File: config.mk
export PLATFORM = sky130hd
export DESIGN_NAME = prbschk_parallel_fab
export DESIGN_NICKNAME = d
export VERILOG_FILES = /design/src/rtl/prbschk_parallel_fab.sv
export SDC_FILE = /design/constraint.sdc
export NUM_CORES = 1
export LEC_CHECK = 0
export CAP_MARGIN = 20
export CORE_UTILIZATION = 54
export CTS_CLUSTER_SIZE = 10
export DETAILED_ROUTE_END_ITERATION = 10
export PLACE_DENSITY = 0.82
export SLEW_MARGIN = 20
export SYNTH_ARGS = -nofsm -noshare
export SYNTH_HDL_FRONTEND = slang
export SYNTH_SLANG_ARGS = --single-unit
File: constraint.sdc
create_clock -name clk_i -period 5.6 [get_ports clk_i]
set_input_delay 0.84 -clock clk_i [delete_from_list [all_inputs] [get_ports clk_i]]
set_output_delay 0.84 -clock clk_i [all_outputs]
set_load 0.1 [all_outputs]
File: src/rtl/prbschk_parallel_fab.sv
// Parallel PRBS7 (x^7 + x^6 + 1) checker: self-synchronizes on incoming words,
// locks after a run of correct predictions, then counts word/bit errors against a free-running reference.
module prbschk_parallel_fab #(
    parameter int nbits      = 8,
    parameter int LOCK_CNT   = 16,
    parameter int UNLOCK_CNT = 4,
    parameter int CNT_W      = 16
) (
    input  logic             clk_i,
    input  logic             reset_i,
    input  logic             chk_en_i,
    input  logic             clear_i,
    input  logic             data_valid_i,
    input  logic [nbits-1:0] data_i,
    output logic             lock_o,
    output logic             err_o,
    output logic [CNT_W-1:0] err_word_cnt_o,
    output logic [CNT_W-1:0] bit_err_cnt_o
);

    localparam int PC_W = $clog2(nbits + 1);

    typedef enum logic [1:0] {
        SEED   = 2'd0,
        HUNT   = 2'd1,
        LOCKED = 2'd2
    } state_t;

    state_t state, state_nxt;

    logic [nbits-1:0] ref_q, ref_nxt;
    logic [7:0]       good_cnt, good_nxt;
    logic [7:0]       bad_cnt, bad_nxt;
    logic             lock_q;
    logic             err_q, err_nxt;
    logic [CNT_W-1:0] wcnt_q, wcnt_nxt;
    logic [CNT_W-1:0] bcnt_q, bcnt_nxt;
    logic [nbits-1:0] expected;
    logic [nbits-1:0] mm;
    logic             match;

    // Word that follows w in the serial PRBS7 stream (MSB transmitted first).
    function automatic logic [nbits-1:0] predict(input logic [nbits-1:0] w);
        logic [nbits+6:0] e;
        e = '0;
        e[nbits+6:nbits] = w[6:0];
        for (int i = nbits - 1; i >= 0; i--) begin
            e[i] = e[i+7] ^ e[i+6];
        end
        return e[nbits-1:0];
    endfunction

    function automatic logic [PC_W-1:0] popcount(input logic [nbits-1:0] w);
        logic [PC_W-1:0] c;
        c = '0;
        for (int i = 0; i < nbits; i++) begin
            c = c + PC_W'(w[i]);
        end
        return c;
    endfunction

    // Saturating add: clamps to all-ones when the addend would overflow the counter.
    function automatic logic [CNT_W-1:0] sat_add(input logic [CNT_W-1:0] a,
                                                 input logic [PC_W-1:0]  b);
        logic [CNT_W+PC_W-1:0] s;
        s = {{PC_W{1'b0}}, a} + {{CNT_W{1'b0}}, b};
        if (|s[CNT_W+PC_W-1:CNT_W]) begin
            return {CNT_W{1'b1}};
        end
        return s[CNT_W-1:0];
    endfunction

    always_comb begin
        expected  = predict(ref_q);
        mm        = data_i ^ expected;
        // All-zero is a fixed point of the recurrence, so it can never count as sync.
        match     = (data_i == expected) && (|data_i);
        state_nxt = state;
        ref_nxt   = ref_q;
        good_nxt  = good_cnt;
        bad_nxt   = bad_cnt;
        err_nxt   = 1'b0;
        wcnt_nxt  = wcnt_q;
        bcnt_nxt  = bcnt_q;

        if (!chk_en_i) begin
            state_nxt = SEED;
            good_nxt  = '0;
            bad_nxt   = '0;
        end else if (data_valid_i) begin
            case (state)
                SEED: begin
                    ref_nxt   = data_i;
                    good_nxt  = '0;
                    state_nxt = HUNT;
                end
                HUNT: begin
                    ref_nxt = data_i;
                    if (match) begin
                        good_nxt = good_cnt + 8'd1;
                        if (good_cnt == 8'(LOCK_CNT - 1)) begin
                            state_nxt = LOCKED;
                            bad_nxt   = '0;
                        end
                    end else begin
                        good_nxt = '0;
                    end
                end
                LOCKED: begin
                    ref_nxt = expected;
                    if (|mm) begin
                        err_nxt  = 1'b1;
                        wcnt_nxt = sat_add(wcnt_q, PC_W'(1));
                        bcnt_nxt = sat_add(bcnt_q, popcount(mm));
                        bad_nxt  = bad_cnt + 8'd1;
                        if (bad_cnt == 8'(UNLOCK_CNT - 1)) begin
                            state_nxt = SEED;
                        end
                    end else begin
                        bad_nxt = '0;
                    end
                end
                default: state_nxt = SEED;
            endcase
        end

        if (clear_i) begin
            wcnt_nxt = '0;
            bcnt_nxt = '0;
            err_nxt  = 1'b0;
        end
    end

    always_ff @(posedge clk_i) begin
        if (reset_i) begin
            state    <= SEED;
            ref_q    <= '0;
            good_cnt <= '0;
            bad_cnt  <= '0;
            lock_q   <= 1'b0;
            err_q    <= 1'b0;
            wcnt_q   <= '0;
            bcnt_q   <= '0;
        end else begin
            state    <= state_nxt;
            ref_q    <= ref_nxt;
            good_cnt <= good_nxt;
            bad_cnt  <= bad_nxt;
            lock_q   <= (state_nxt == LOCKED);
            err_q    <= err_nxt;
            wcnt_q   <= wcnt_nxt;
            bcnt_q   <= bcnt_nxt;
        end
    end

    assign lock_o         = lock_q;
    assign err_o          = err_q;
    assign err_word_cnt_o = wcnt_q;
    assign bit_err_cnt_o  = bcnt_q;

endmodule

==> metrics.json, run 1 <==
{
  "outcome": {"value": "complete, no violations"},
  "holdBufCountCts": {"value": 0},
  "slew_violations": {"value": 0},
  "floorplan.initialDensity": {"value": 55.90, "unit": "%"},
  "synthesis.instances": {"value": 425},
  "worst_skew_pair.late_latency": {"value": 0.34, "unit": "ns"},
  "main_area_contributors_after_synthesis": {"value": "sky130_fd_sc_hd__dfxtp_1 33%, sky130_fd_sc_hd__nand3_1 5.4%, sky130_fd_sc_hd__nand2_1 4.8%, sky130_fd_sc_hd__a211oi_1 4.2%, sky130_fd_sc_hd__a21oi_1 3.4%"},
  "hold_path_cells": {"value": 2},
  "power_density": {"value": 232.9, "unit": "mW/mm²"},
  "crit_cells": {"value": 13},
  "internal_power": {"value": 0.7012, "unit": "mW"},
  "share_comb_of_total_power": {"value": 16.1, "unit": "%"},
  "antenna_found_initial": {"value": 0},
  "synth-main-ff-cell": {"value": "sky130_fd_sc_hd__dfxtp_1"},
  "worst_path_buf_inv": {"value": 2},
  "rsz0062_at_grt": {"value": "no"},
  "power_frac_clock": {"value": 40.4, "unit": "%"},
  "detailedRoute.firstIterationViolations": {"value": 182},
  "net-switching-power": {"value": 0.2824, "unit": "mW"},
  "ys_ff_latch": {"value": 59},
  "syn_area_per_cell": {"value": 8.352, "unit": "µm²"},
  "die-area": {"value": 0.006901, "unit": "mm²"},
  "slew_at_the_pin_closest_to_its_max_slew_limit": {"value": 0.9784, "unit": "ns"},
  "grt_use_met1": {"value": 32.47, "unit": "%"},
  "power.sequential.fraction": {"value": 43.4, "unit": "%"},
  "cp.arrival": {"value": 5.03, "unit": "ns"},
  "numPortBuffers": {"value": 46},
  "top_level_ports": {"value": 47},
  "timing.critical_path.required": {"value": 5.86, "unit": "ns"},
  "cp_slowest_cell": {"value": "sky130_fd_sc_hd__fa_1"},
  "dominant_combinational_cell_family_by_area_after_synthesis": {"value": "simple AND/OR/NAND/NOR gates"},
  "r2r_cells": {"value": 13},
  "path_max_fanout": {"value": 11},
  "critPathTopFamily": {"value": "adder cells"},
  "synth_warnings": {"value": 0},
  "wire_per_inst": {"value": 15.90, "unit": "µm"},
  "grt-busiest-layer": {"value": "met2"},
  "worstPathCellList": {"value": "clkdlybuf4s50_1, xnor2_1, fa_1, fa_1, inv_1, fa_1, fa_1, fa_1, a21o_1, a21oi_1, a211oi_2, and4_1, a211oi_1"},
  "cts_sinks": {"value": 59},
  "timing.fmax": {"value": 209.5, "unit": "MHz"},
  "grt_pass1_wl": {"value": 14690, "unit": "µm"},
  "synth-simple-area-share": {"value": 28.45, "unit": "%"},
  "cts_root_buf": {"value": "sky130_fd_sc_hd__clkbuf_8"},
  "maxCapViolCount": {"value": 0},
  "synth_enable_flop_cells": {"value": 0},
  "crit_path_category": {"value": "primary input to flip-flop"},
  "route.vias.total": {"value": 3393},
  "h-tree-depth": {"value": 3},
  "grt.met3_usage": {"value": 5.169, "unit": "%"},
  "finalHoldViolCount": {"value": 0},
  "grt_start_max_net_pins": {"value": 36},
  "layout_area_growth_over_synthesis": {"value": 18.96, "unit": "%"},
  "synth-compound-area-share": {"value": 17.87, "unit": "%"},
  "drt_wl_total": {"value": 8620, "unit": "µm"},
  "worstHoldPathType": {"value": "flip-flop to flip-flop"},
  "core_region_area": {"value": 0.006350, "unit": "mm²"},
  "final.min_clock_period": {"value": 4.774, "unit": "ns"},
  "ant_nets": {"value": 0},
  "setup.worst_path.start_class": {"value": "primary input"},
  "synth_async_sr_flop_share": {"value": 0, "unit": "%"},
  "post_detailed_placement_half_perimeter_wirelength": {"value": 5777, "unit": "µm"},
  "grt_pass1_vias": {"value": 3153},
  "synth_seq_area_share": {"value": 33.27, "unit": "%"},
  "finalNetCount": {"value": 487},
  "cell_taking_the_most_area_after_synthesis": {"value": "sky130_fd_sc_hd__dfxtp_1"},
  "power_switching_share": {"value": 28.71, "unit": "%"},
  "max_stage_delay": {"value": 0.50, "unit": "ns"},
  "cts.repair_timing.setup_buffer_count": {"value": 0},
  "place_congestion": {"value": 0.8734},
  "chipWidth": {"value": 83.08, "unit": "µm"},
  "cts.reportedPaths.clkPinSlew": {"value": 0.07, "unit": "ns"},
  "slew_headroom": {"value": 34.57, "unit": "%"},
  "finish.utilization": {"value": 66.50, "unit": "%"},
  "grt_util_all_layers": {"value": 25.55, "unit": "%"},
  "setup_viol": {"value": 0},
  "synth_xor_area_share": {"value": 6.944, "unit": "%"},
  "finalSetupTns": {"value": 0, "unit": "ns"},
  "grt_remaining_overflow": {"value": 0},
  "die_height": {"value": 83.08, "unit": "µm"},
  "drc": {"value": 0},
  "worst_clock_skew": {"value": 0.01093, "unit": "ns"},
  "synth_fa_ha_area_share": {"value": 5.992, "unit": "%"},
  "placement_rows": {"value": 29},
  "num_antenna_cells": {"value": 0},
  "synthesis.area": {"value": 0.003550, "unit": "mm²"},
  "post_route_cells_drive_above_1_share": {"value": 6.452, "unit": "%"},
  "capturing_element_type_of_the_critical_path": {"value": "flip-flop"},
  "cts_made_buffers": {"value": 9},
  "power.leakage": {"value": 1.549, "unit": "nW"},
  "final_worst_path_period_share": {"value": 85.24, "unit": "%"},
  "synth_mux_area_share": {"value": 3.137, "unit": "%"},
  "synth_top_cell_area_share": {"value": 33.27, "unit": "%"},
  "irDropWorstVdd": {"value": 0.0002166, "unit": "V"},
  "max-clock-path-buffers": {"value": 2},
  "tritoncts": {"value": "done"},
  "worst_path_most_repeated_cell": {"value": "sky130_fd_sc_hd__fa_1"},
  "global_route.usage.met2": {"value": 44.56, "unit": "%"},
  "mappedNetlistNets": {"value": 452},
  "ys_types": {"value": 53},
  "cts_resized": {"value": 0},
  "detailedRoute.firstPassIterationCount": {"value": 6},
  "via_to_cell_ratio": {"value": 6.260}
}
[path summary, 6_finish.rpt]
| path | from | endpoint | slack, ns |
|---|---|---|---|
| setup / recovery | data_i[2] | bit_err_cnt_o[10] | 0.83 |
| setup reg to reg | ref_q[4] | bit_err_cnt_o[10] | 1.14 |
| hold / removal | good_cnt[1] | good_cnt[1] | 0.49 |
| hold reg to reg | good_cnt[1] | good_cnt[1] | 0.49 |
[cell usage in the layout, fill, tap and decap left out, drive strengths merged, types with 6 or more instances in the layout]
cell,n
dfxtp,59
clkdlybuf4s50,46
nand2,45
nand3,38
nor2,29
a21oi,24
a211oi,20
xnor2,13
and3,13
nor3,11
inv,11
xor2,10
mux2i,10
a31oi,9
and2,9
ha,9
clkbuf,9
nand4,9
a311oi,7
o21ai,7
and4,6
[power groups by stage]
stage / Clock (mW) / Sequential [mW] / Combinational (mW)
CTS: 0.402 / 0.427 / 0.159
detailed placement: 0 / 0.437 / 0.155
floorplan: 0 / 0.433 / 0.120
global placement: 0 / 0.437 / 0.154
global route: 0.420 / 0.427 / 0.178
finish: 0.398 / 0.427 / 0.159
[metal layers]
| metal | vias up | wire length (µm) |
|---|---|---|
| li1 | 1653 | - |
| met1 | 1613 | 3912 |
| met2 | 125 | 4133 |
| met3 | 2 | 545 |
| met4 | 0 | 29 |
| met5 | - | 0 |
[cell type report]
class                   count  area [µm²]
inverters                  10       37.54
flip-flops and latches     59        1181
multi-input cells         331        2223
clock inverters             7       77.57
well taps                  77       96.34
fillers                   532        2127
repair buffers             49       483.0
clock buffers               9       123.9
[stage by stage]
stage	setup slack, ns	instances	hold slack, ns	power [mW]	area [µm²]
floorplan	1.159	425	0.4492	0.5534	3550
global placement	0.6092	526	0.4628	0.5905	4016
detailed placement	0.3827	526	0.4748	0.5920	4016
CTS	0.6149	542	0.4846	0.9884	4218
global route	0.5465	542	0.5209	1.025	4223
finish	0.8265	542	0.4858	0.9835	4223
[flip-flops by register name, summed over array words and instances, names as in the netlist]
register / flops
ref_q: 7
bad_cnt: 8
bit_err_cnt_o: 16
state: 2
err_word_cnt_o: 16
lock_o: 1
err_o: 1
good_cnt: 8
[cells in the mapped netlist (6+ instances only)]
master / instances
sky130_fd_sc_hd__inv_1: 10
sky130_fd_sc_hd__a311oi_1: 7
sky130_fd_sc_hd__a211oi_1: 20
sky130_fd_sc_hd__clkbuf_1: 15
sky130_fd_sc_hd__nand3_1: 38
sky130_fd_sc_hd__buf_2: 6
sky130_fd_sc_hd__xor2_1: 10
sky130_fd_sc_hd__and2_1: 9
sky130_fd_sc_hd__mux2i_1: 10
sky130_fd_sc_hd__xnor2_1: 13
sky130_fd_sc_hd__nor3_1: 11
sky130_fd_sc_hd__and3_1: 13
sky130_fd_sc_hd__nand2_1: 45
sky130_fd_sc_hd__a21oi_1: 24
sky130_fd_sc_hd__dfxtp_1: 59
sky130_fd_sc_hd__a31oi_1: 9
sky130_fd_sc_hd__o21ai_0: 6
sky130_fd_sc_hd__nand4_1: 8
sky130_fd_sc_hd__and4_1: 6
sky130_fd_sc_hd__ha_1: 9
sky130_fd_sc_hd__nor2_1: 29
[tightest hold or removal path: cells and delay by family, from the launching register on]
family	cells	cell delay [ns]
flip-flops	1	0.33
AO/OA/AOI/OAI	1	0.05
AND/OR/NAND/NOR	1	0.06
[cell families after synthesis]
family / Yosys count
AO/OA/AOI/OAI: 90
flip-flops: 59
AND/OR/NAND/NOR: 191
XOR/XNOR: 25
adder cells (fa/ha/maj): 14
buffers and inverters: 35
multiplexers: 11
No activity file was read; power rests on OpenSTA's default activity.
==> inputs of run 2 (changes only) <==
--- a/config.mk
+++ b/config.mk
@@ -6,10 +6,10 @@
 export NUM_CORES = 1
 export LEC_CHECK = 0
 export CAP_MARGIN = 20
-export CORE_UTILIZATION = 54
+export CORE_UTILIZATION = 50
 export CTS_CLUSTER_SIZE = 10
 export DETAILED_ROUTE_END_ITERATION = 10
-export PLACE_DENSITY = 0.82
+export PLACE_DENSITY = 0.8
 export SLEW_MARGIN = 20
 export SYNTH_ARGS = -nofsm -noshare
 export SYNTH_HDL_FRONTEND = slang
==> constraint.sdc (replaced) <==
create_clock -name clk_i -period 4.15 [get_ports clk_i]
set_input_delay 0.6225 -clock clk_i [delete_from_list [all_inputs] [get_ports clk_i]]
set_output_delay 0.6225 -clock clk_i [all_outputs]
set_load 0.1 [all_outputs]
==> run 2 against run 1 <==
Critical path depth up 1. Power increased by 35%. Sequential power increased by 34%. Die area is 7.8% higher. Count of clock-buffer cells in the layout rose by 1. Clock skew increased by 0.0058 ns. Combinational power grew 62%. Core utilization fell by 1.6 points. Critical path type is now flip-flop to flip-flop. Critical endpoint is now bit_err_cnt_o[12]. Largest power group unchanged.
==> metrics.json, run 2 (synthesized netlist as in run 1, its figures left out) <==
{
  "outcome": {"value": "complete, no violations"},
  "rsz0062_at_grt": {"value": "no"},
  "num_antenna_cells": {"value": 0, "change": "unchanged"},
  "drt_wl_total": {"value": 8706, "unit": "µm", "change": "+1.0%"},
  "worstHoldPathType": {"value": "flip-flop to flip-flop"},
  "holdBufCountCts": {"value": 0, "change": "unchanged"},
  "final_worst_path_period_share": {"value": 96.13, "unit": "%"},
  "layout.cells.most_common": {"value": "sky130_fd_sc_hd__dfxtp_1"},
  "layout.cells.most_common_list": {"value": "58 x sky130_fd_sc_hd__dfxtp_1, 45 x sky130_fd_sc_hd__nand2_1, 44 x sky130_fd_sc_hd__clkdlybuf4s50_1, 37 x sky130_fd_sc_hd__nand3_1, 29 x sky130_fd_sc_hd__nor2_1"},
  "stdcell_area": {"value": 0.004432, "unit": "mm²", "change": "+4.9%"},
  "final.min_clock_period": {"value": 3.989, "unit": "ns"},
  "crit_path_category": {"value": "flip-flop to flip-flop"},
  "cp.arrival": {"value": 4.20, "unit": "ns", "change": "-0.83 ns"},
  "grt_util_all_layers": {"value": 24.98, "unit": "%", "change": "-0.57 points"},
  "drc": {"value": 0, "change": "unchanged"},
  "power.sequential.fraction": {"value": 43.3, "unit": "%", "change": "about the same"},
  "net-switching-power": {"value": 0.3917, "unit": "mW", "change": "+39%"},
  "via_to_cell_ratio": {"value": 5.976, "change": "-4.5%"},
  "floorplan.initialDensity": {"value": 51.96, "unit": "%", "change": "-3.9 points"},
  "dp_cells": {"value": 562, "change": "+6.8%"},
  "instances_no_fill": {"value": 578, "change": "+6.6%"},
  "power.leakage": {"value": 1.672, "unit": "nW", "change": "+8.0%"},
  "top_level_ports": {"value": 47, "change": "unchanged"},
  "share_comb_of_total_power": {"value": 19.5, "unit": "%", "change": "+3.4 points"},
  "worstHoldStart": {"value": "good_cnt[1]"},
  "critical_path.reg2reg.startpoint": {"value": "ref_q[4]"},
  "antenna_found_initial": {"value": 0, "change": "unchanged"},
  "slew_headroom": {"value": 31.43, "unit": "%", "change": "-3.1 points"},
  "h-tree-depth": {"value": 3, "change": "unchanged"},
  "die_height": {"value": 86.26, "unit": "µm", "change": "+3.8%"},
  "worstPathCellList": {"value": "xor2_2, xnor2_2, fa_1, fa_1, inv_1, fa_1, fa_2, fa_1, a21o_1, a21oi_2, a211oi_1, buf_4, a31oi_4, a211oi_1"},
  "core_region_area": {"value": 0.006832, "unit": "mm²", "change": "+7.6%"},
  "layout_area_growth_over_synthesis": {"value": 24.85, "unit": "%"},
  "slew_at_the_pin_closest_to_its_max_slew_limit": {"value": 1.029, "unit": "ns", "change": "+0.05009 ns"},
  "post_route_cells_drive_above_1_share": {"value": 12.03, "unit": "%", "change": "+5.6 points"},
  "grt_start_max_net_pins": {"value": 29, "change": "-19%"},
  "route.vias.total": {"value": 3454, "change": "+1.8%"},
  "max-clock-path-buffers": {"value": 2, "change": "unchanged"},
  "numPortBuffers": {"value": 46, "change": "unchanged"},
  "capturing_element_type_of_the_critical_path": {"value": "flip-flop"},
  "power_frac_clock": {"value": 37.2, "unit": "%", "change": "-3.2 points"},
  "finalHoldViolCount": {"value": 0, "change": "unchanged"},
  "cts_root_buf": {"value": "sky130_fd_sc_hd__clkbuf_8"},
  "detailedRoute.firstIterationViolations": {"value": 173, "change": "-4.9%"},
  "finalSetupTns": {"value": 0, "unit": "ns", "change": "unchanged"},
  "holdWs": {"value": 0.4977, "unit": "ns", "change": "+0.01186 ns"},
  "cts.reportedPaths.clkPinSlew": {"value": 0.08, "unit": "ns", "change": "about the same"},
  "timing.fmax": {"value": 250.7, "unit": "MHz"},
  "place_congestion": {"value": 0.8481, "change": "-2.9%"},
  "irDropWorstVdd": {"value": 0.0001939, "unit": "V", "change": "-10%"},
  "dpl_cell_area": {"value": 0.004169, "unit": "mm²", "change": "+3.8%"},
  "max_stage_delay": {"value": 0.49, "unit": "ns", "change": "about the same"},
  "post_detailed_placement_half_perimeter_wirelength": {"value": 6056, "unit": "µm", "change": "+4.8%"},
  "detailedRoute.firstPassIterationCount": {"value": 4, "change": "-2"},
  "critPathTopFamily": {"value": "adder cells"},
  "path_max_fanout": {"value": 6, "change": "-5"},
  "chipWidth": {"value": 86.26, "unit": "µm", "change": "+3.8%"},
  "setup.worst_path.start_class": {"value": "flip-flop"},
  "cp_slowest_cell": {"value": "sky130_fd_sc_hd__fa_1"},
  "worst_clock_skew": {"value": 0.01671, "unit": "ns", "change": "+0.005778 ns"},
  "worst_path_buf_inv": {"value": 2, "change": "unchanged"},
  "power_switching_share": {"value": 29.57, "unit": "%", "change": "+0.86 points"},
  "finalNetCount": {"value": 504, "change": "+3.5%"},
  "worst_setup_slack_final": {"value": 0.1606, "unit": "ns", "change": "-0.6659 ns"},
  "maxCapViolCount": {"value": 0, "change": "unchanged"},
  "internal_power": {"value": 0.9330, "unit": "mW", "change": "+33%"},
  "worst_path_most_repeated_cell": {"value": "sky130_fd_sc_hd__fa_1"},
  "grt_pass1_wl": {"value": 14810, "unit": "µm", "change": "+0.84%"},
  "detailedPlace.worstSlack": {"value": -0.4998, "unit": "ns", "change": "-0.8825 ns"},
  "grt_remaining_overflow": {"value": 0, "change": "unchanged"},
  "power_density": {"value": 298.9, "unit": "mW/mm²", "change": "+28%"},
  "setup_viol": {"value": 0, "change": "unchanged"},
  "wire_per_inst": {"value": 15.06, "unit": "µm", "change": "-5.3%"},
  "finish.utilization": {"value": 64.87, "unit": "%", "change": "-1.6 points"},
  "ant_nets": {"value": 0, "change": "unchanged"},
  "cts_sinks": {"value": 59, "change": "unchanged"},
  "grt_pass1_vias": {"value": 3237, "change": "+2.7%"},
  "placement_rows": {"value": 30, "change": "+3.4%"},
  "worst_skew_pair.late_latency": {"value": 0.35, "unit": "ns", "change": "about the same"},
  "cts_made_buffers": {"value": 9, "change": "unchanged"},
  "slew_violations": {"value": 0, "change": "unchanged"},
  "timing.critical_path.required": {"value": 4.36, "unit": "ns", "change": "-1.50 ns"},
  "p_total": {"value": 1.325, "unit": "mW", "change": "+35%"},
  "tritoncts": {"value": "done"},
  "die-area": {"value": 0.007440, "unit": "mm²", "change": "+7.8%"},
  "worst_setup_path_startpoint": {"value": "ref_q[4]"}
}
-- run 2: cell types whose count changed in the layout (fill, tap and decap cells not counted), moves of 2 or more --
cell and delta:
sky130_fd_sc_hd__clkdlybuf4s50_1 -2, sky130_fd_sc_hd__dlymetal6s2s_1 +2, sky130_fd_sc_hd__a31oi_1 -2, sky130_fd_sc_hd__xnor2_2 +2, sky130_fd_sc_hd__xor2_1 -2, sky130_fd_sc_hd__xor2_2 +2, sky130_fd_sc_hd__inv_6 +2, sky130_fd_sc_hd__clkinvlp_4 -3
sky130_fd_sc_hd__xnor2_1 -2, sky130_fd_sc_hd__buf_4 +17
-- run 2: layout make-up --
class	count	area, µm²
multi-input cells	331	2291
repair buffers	66	615.6
clock buffers	10	137.6
fillers	588	2400
clock inverters	6	47.55
well taps	96	120.1
inverters	10	37.54
flip-flops and latches	59	1182
-- run 2: metal layers --
metal	GRT usage [%]	routed length (µm)	vias to the layer above
met5	0	0	-
met4	7.879	164	0
met3	6.571	511	22
met2	40.98	4043	123
met1	32.16	3987	1636
li1	-	-	1673
-- run 2: final timing paths --
path / cells after the start / to / slack (ns)
worst min register to register: 2 / good_cnt[1] / 0.50
worst max-delay path: 14 / bit_err_cnt_o[12] / 0.16
worst max register to register: 14 / bit_err_cnt_o[12] / 0.16
worst min-delay path: 2 / good_cnt[1] / 0.50
-- run 2: what timing repair did --
| action | 4_1_cts | 5_1_grt |
|---|---|---|
| hold endpoints to repair | 0 | 0 |
| buffers inserted | 0 | 0 |
| endpoints found under the setup margin | 12 | 12 |
| resized for setup | 5 | 8 |
| gates cloned | 0 | 0 |
| pin swaps | 3 | 0 |
-- run 2: power by group through the flow --
stage / clock (mW) / combinational, mW / sequential, mW
floorplan: 0 / 0.162 / 0.584
global placement: 0 / 0.238 / 0.586
detailed placement: 0 / 0.246 / 0.586
CTS: 0.503 / 0.254 / 0.573
global route: 0.534 / 0.280 / 0.574
finish: 0.493 / 0.258 / 0.574
-- run 2: worst register-to-register path, delay by kind of cell, from the launching register on --
family                   cells  cell delay, ns
AO/OA/AOI/OAI                5            0.70
XOR/XNOR                     2            0.36
adder cells (fa/ha/maj)      5            2.18
buffers and inverters        2            0.24
flip-flops                   1            0.38
